`config.mk`:
```
export PLATFORM = sky130hd
export DESIGN_NAME = button_event_decoder
export DESIGN_NICKNAME = d
export VERILOG_FILES = /design/src/rtl/button_event_decoder.sv
export SDC_FILE = /design/constraint.sdc
export NUM_CORES = 1
export LEC_CHECK = 0
export BUFFER_PORTS_ARGS = -buffer_cell sky130_fd_sc_hd__buf_4
export CORE_UTILIZATION = 61
export CTS_CLUSTER_SIZE = 12
export DETAILED_ROUTE_END_ITERATION = 16
export PLACE_DENSITY = 0.8
export SETUP_SLACK_MARGIN = 0.02
export SLEW_MARGIN = 5
export SYNTH_ARGS = -nofsm -noshare
export SYNTH_HDL_FRONTEND = slang
export SYNTH_SLANG_ARGS = --single-unit
```
`constraint.sdc`:
```
create_clock -name i_clk -period 2.9 [get_ports i_clk]
set_input_delay 0.435 -clock i_clk [delete_from_list [all_inputs] [get_ports i_clk]]
set_output_delay 0.435 -clock i_clk [all_outputs]
set_load 0.02 [all_outputs]
```
`src/rtl/button_event_decoder.sv`:
```
// Turns a debounced button level into single-cycle press/release/click/double-click/long/repeat
// events, timed in milliseconds from an internal prescaler.
module button_event_decoder #(
  parameter int unsigned CLOCK     = 27_000_000,
  parameter int unsigned LONG_MS   = 1000,
  parameter int unsigned DOUBLE_MS = 300,
  parameter int unsigned REPEAT_MS = 200
) (
  input  logic       i_clk,
  input  logic       resetn,
  input  logic       i_db,
  input  logic       i_en,
  output logic       o_press,
  output logic       o_release,
  output logic       o_click,
  output logic       o_dclick,
  output logic       o_long,
  output logic       o_repeat,
  output logic       o_held,
  output logic [2:0] o_state
);

  localparam int unsigned ClkPerMs = CLOCK / 1000;
  localparam int unsigned PrescW   = (ClkPerMs > 1) ? $clog2(ClkPerMs) : 1;
  localparam int unsigned MaxLd    = (LONG_MS > DOUBLE_MS) ? LONG_MS : DOUBLE_MS;
  localparam int unsigned MaxMs    = (MaxLd > REPEAT_MS) ? MaxLd : REPEAT_MS;
  localparam int unsigned MsW      = $clog2(MaxMs + 1);

  localparam logic [PrescW-1:0] PrescLast  = PrescW'(ClkPerMs - 1);
  localparam logic [MsW-1:0]    LongLast   = MsW'(LONG_MS - 1);
  localparam logic [MsW-1:0]    DoubleLast = MsW'((DOUBLE_MS == 0) ? 0 : DOUBLE_MS - 1);
  localparam logic [MsW-1:0]    RepeatLast = MsW'((REPEAT_MS == 0) ? 0 : REPEAT_MS - 1);

  typedef enum logic [2:0] {
    StIdle   = 3'd0,
    StDown1  = 3'd1,
    StUp1    = 3'd2,
    StLong   = 3'd3,
    StWaitUp = 3'd4
  } state_e;

  state_e            state_q, state_d;
  logic              db_q;
  logic              armed_q;
  logic [PrescW-1:0] presc_q, presc_d;
  logic [MsW-1:0]    ms_q, ms_d;

  logic press_q, press_d;
  logic release_q, release_d;
  logic click_q, click_d;
  logic dclick_q, dclick_d;
  logic long_q, long_d;
  logic repeat_q, repeat_d;
  logic held_q;

  logic rise, fall;
  logic tick, long_exp, dbl_exp, rep_exp;
  logic tclr, timer_run;

  // A rise only counts once the button has been seen released since reset, so a button held
  // through reset cannot generate a press.
  assign rise = i_db & ~db_q & armed_q;
  assign fall = ~i_db & db_q;

  // Expiry lands exactly N*ClkPerMs edges after the clearing edge.
  assign tick     = (presc_q == PrescLast);
  assign long_exp = tick && (ms_q == LongLast);
  assign dbl_exp  = (DOUBLE_MS != 0) && tick && (ms_q == DoubleLast);
  assign rep_exp  = (REPEAT_MS != 0) && tick && (ms_q == RepeatLast);

  always_comb begin
    state_d   = state_q;
    press_d   = 1'b0;
    release_d = 1'b0;
    click_d   = 1'b0;
    dclick_d  = 1'b0;
    long_d    = 1'b0;
    repeat_d  = 1'b0;
    tclr      = 1'b0;

    if (!i_en) begin
      state_d = StIdle;
      tclr    = 1'b1;
    end else begin
      unique case (state_q)
        StIdle: begin
          if (rise) begin
            state_d = StDown1;
            press_d = 1'b1;
          end
        end
        StDown1: begin
          if (fall) begin
            release_d = 1'b1;
            if (DOUBLE_MS == 0) begin
              state_d = StIdle;
              click_d = 1'b1;
            end else begin
              state_d = StUp1;
            end
          end else if (long_exp) begin
            state_d = StLong;
            long_d  = 1'b1;
          end
        end
        StUp1: begin
          if (rise) begin
            state_d  = StWaitUp;
            press_d  = 1'b1;
            dclick_d = 1'b1;
          end else if (dbl_exp) begin
            state_d = StIdle;
            click_d = 1'b1;
          end
        end
        StLong: begin
          if (fall) begin
            state_d   = StIdle;
            release_d = 1'b1;
          end else if (rep_exp) begin
            repeat_d = 1'b1;
            tclr     = 1'b1;
          end
        end
        StWaitUp: begin
          if (fall) begin
            state_d   = StIdle;
            release_d = 1'b1;
          end
        end
        default: state_d = StIdle;
      endcase
    end

    if (state_d != state_q) begin
      tclr = 1'b1;
    end

    // Idle-type states keep the timer parked at zero so it can never wrap.
    timer_run = (state_q == StDown1) || (state_q == StUp1) ||
                ((state_q == StLong) && (REPEAT_MS != 0));

    presc_d = presc_q;
    ms_d    = ms_q;
    if (tclr || !timer_run) begin
      presc_d = '0;
      ms_d    = '0;
    end else if (tick) begin
      presc_d = '0;
      ms_d    = ms_q + 1'b1;
    end else begin
      presc_d = presc_q + 1'b1;
    end
  end

  always_ff @(posedge i_clk or negedge resetn) begin
    if (!resetn) begin
      state_q   <= StIdle;
      db_q      <= 1'b0;
      armed_q   <= 1'b0;
      presc_q   <= '0;
      ms_q      <= '0;
      press_q   <= 1'b0;
      release_q <= 1'b0;
      click_q   <= 1'b0;
      dclick_q  <= 1'b0;
      long_q    <= 1'b0;
      repeat_q  <= 1'b0;
      held_q    <= 1'b0;
    end else begin
      state_q   <= state_d;
      db_q      <= i_db;
      armed_q   <= armed_q | ~i_db;
      presc_q   <= presc_d;
      ms_q      <= ms_d;
      press_q   <= press_d;
      release_q <= release_d;
      click_q   <= click_d;
      dclick_q  <= dclick_d;
      long_q    <= long_d;
      repeat_q  <= repeat_d;
      held_q    <= (state_d == StLong);
    end
  end

  assign o_press   = press_q;
  assign o_release = release_q;
  assign o_click   = click_q;
  assign o_dclick  = dclick_q;
  assign o_long    = long_q;
  assign o_repeat  = repeat_q;
  assign o_held    = held_q;
  assign o_state   = state_q;

endmodule

```
==> results_dict.tcl <==
set metrics [dict create \
    post-route-min-period_ns 2.66 \
    post-synth-top-count-cell "dfrtp_1" \
    asr_flop_ratio_synth_pct 100 \
    rsz0062_at_grt "no" \
    timing.reg2reg.setup_slack_ns 0.24 \
    status "finished, final reports clean" \
    die_x_um 65.0 \
    synth.avg_cell_area_um2 9.34 \
    height_of_the_die_um 65.0 \
    critPathBufInv 1 \
    synth_fp_nets 265 \
    yosys.area.top_type "dfrtp_1" \
    numPortBuffers 13 \
    post_route_cells_drive_above_1_share_pct 12.8 \
    route.detailed.wl_per_inst_um 17.8 \
    grt_pass1_vias 1949 \
    total_power_mw 1.01 \
    globalRoute.totalOverflow 0 \
    synth.cell_area_mm2 0.00242 \
    tritoncts "done" \
    gp_routability_congestion 0.784 \
    clk_path_buf_depth 2 \
    period_utilization_post_route_pct 91.6 \
    vias 2062 \
    ctsHoldBuffers 0 \
    power_per_cell_area_mw_per_mm2 385 \
    crit_required_ns 3.11 \
    clock-sinks 37 \
    worst-path-max-fanout 26 \
    worst-endpoint-arrival_ns 2.87 \
    cap_violations 0 \
    syn_to_final_growth_pct 8.63 \
    critical_path_class "flop to flop" \
    num_rows 22 \
    top_level_ports 14 \
    antenna_cells 0 \
    grt_first_pass_wirelength_mm 9.17 \
    worst_hold_path_type "input pin to asynchronous set/reset pin" \
    grt_max_degree 38 \
    worst_case_clock_skew_ns 0.00890 \
    list_of_cells_traversed_by_the_critical_path "ha_1 > nand4_1 > or4_1 > or3_4 > a31oi_4 > buf_12 > mux2i_1" \
    power.leakage_nw 0.979 \
    critPathMaxStageDelay_ns 0.52 \
    global_route_usage_over_all_layers_pct 28.5 \
    netlist-cell-type-count 42 \
    fillCellCount 313 \
    hold_viol_final 0 \
    synth.yosys.seq_area_share_pct 38.3 \
    post_cts.repair.setup_buffers 0 \
    finalNonFillerCells 313 \
    die-area_mm2 0.00422 \
    cp_max_delay_cell "or4_1" \
    number_of_buffers_added_by_the_clock_tree_synthesis_step 5 \
    router_iterations_before_antenna_repair 4 \
    finalMaxSlewViolations 0 \
    root_buffer "clkbuf_8" \
    ys_seq_elements 37 \
    grt_antenna_before_repair 0 \
    syn-instance-count 259 \
    cts.clk_slew.worst_paths_ns 0.08 \
    resized_gates_after_cts 0 \
    drcViolationCount 0 \
    hpwlAfterDp_mm 3.48 \
    worst_slew_margin_rel_pct 23.4 \
    timing.critical_path.max_delay_family "simple AND/OR/NAND/NOR gates" \
    placedCellCount 305 \
    synth_enable_flop_cells 0 \
    ant_nets 0 \
    finalNetCount 270 \
    start_util_pct 64.6 \
    worst-slew-pin-transition_ns 1.14 \
    critPathCaptureType "flop" \
    core-area_mm2 0.00374 \
    report.final.setup_viol 0 \
    clkLatencyLatePin_ns 0.30 \
    yosys-top-cells-area "dfrtp_1, mux2i_1, o2111ai_1" \
    dr.first_iter.drc_count 182 \
    synth_top_cells_by_count "dfrtp_1, mux2i_1, nand3_1" \
    htree_levels 2 \
    max_freq_ghz 0.377 \
    route.detailed.vias_per_inst 6.59 \
    post-synth-top-area-fraction_pct 38.3 \
    final.setup.tns_ns 0 \
    synthesis.yosys.warnings 0 \
    setup.worst_path.start_class "flop" \
    worst_ir_drop_vdd_mv 0.229 \
    synth_top_flop_cell "dfrtp_1" \
    postRouteWirelength_mm 5.56 \
]
-- where the power goes --
| part | switching (mW) | total [mW] | internal [mW] |
|---|---|---|---|
| logic | 0.0503 | 0.0716 | 0.0212 |
| registers | 0.00609 | 0.526 | 0.520 |
| clock network | 0.199 | 0.414 | 0.215 |
-- registers in the layout, indices dropped and copies added (netlist names) --
signal and flops:
ms_q 10, o_held 1, o_press 1, o_click 1, o_state 3, armed_q 1, db_q 1, o_long 1
o_repeat 1, presc_q 15, o_dclick 1, o_release 1
-- layout by cell type, fill, tap and decap left out, types with 4 or more instances in the layout --
cell type	instances
nor2_1	14
xnor2_1	7
o31a_1	4
nand3_1	24
buf_4	18
nand4_1	19
nand2b_1	4
nor4_1	9
xor2_1	7
inv_1	4
nor3_1	7
o2111ai_1	14
dfrtp_1	37
mux2i_1	25
o211ai_1	4
nand2_1	19
clkbuf_8	7
-- worst register-to-register path: cells and delay by family (launching register included) --
kind                       cells  cell delay [ns]
and+or+nand+nor                3             1.15
DFF                            1             0.40
adders and majority gates      1             0.32
muxes                          1             0.26
buffers and inverters          1             0.24
AOI/OAI and AO/OA              1             0.20
-- path summary, 6_finish.rpt --
path,cells after the start,start,end
min reg2reg,1,armed_q$_DFF_PN0_,armed_q$_DFF_PN0_
min,1,resetn,ms_q[8]$_DFFE_PN0P_
max reg2reg,7,ms_q[0]$_DFFE_PN0P_,presc_q[10]$_DFF_PN0_
max in group asynchronous,1,resetn,presc_q[13]$_DFF_PN0_
max,7,ms_q[0]$_DFFE_PN0P_,presc_q[10]$_DFF_PN0_
min in group i_clk,1,i_db,db_q$_DFF_PN0_
-- per-layer routing --
metal | vias up | global-route usage (%) | share of wire, %
met5 | - | 0 | 0
met4 | 0 | 10.6 | 1.6
met3 | 9 | 4.40 | 2.6
met2 | 36 | 48.3 | 49
met1 | 1026 | 36.2 | 47
li1 | 991 | - | -
-- through the flow --
step / instance area [um2] / hold WS [ns] / util [%] / worst slack (ns)
2_1_floorplan: 2420 / 0.139 / - / 0.407
3_3_place_gp: 2530 / 0.422 / 67.5 / 0.366
3_5_place_dp: 2530 / 0.427 / 67.5 / 0.284
4_1_cts: 2630 / 0.118 / 70.2 / 0.266
5_1_grt: 2630 / 0.128 / 70.2 / 0.159
6_report: 2630 / 0.0941 / 70.2 / 0.244
-- final cells by class --
cell class | instances | area (um2) | share of cell area (%)
timing repair buffer | 19 | 155 | 5.90
tap | 48 | 60.1 | 2.28
sequential | 37 | 926 | 35.2
multi-input combinational | 197 | 1370 | 52.2
clock inverter | 1 | 5.00 | 0.190
inverter | 4 | 15.0 | 0.571
clock buffer | 7 | 96.3 | 3.66
-- logic make-up after synthesis --
family	share of synthesized area (%)
buf+inv	5.64
fa+ha+maj	1.03
mux	10.8
xor+xnor	5.07
simple gates	27.7
flops	38.3
compound gates	11.5
Power figures use the tool's default switching activity.
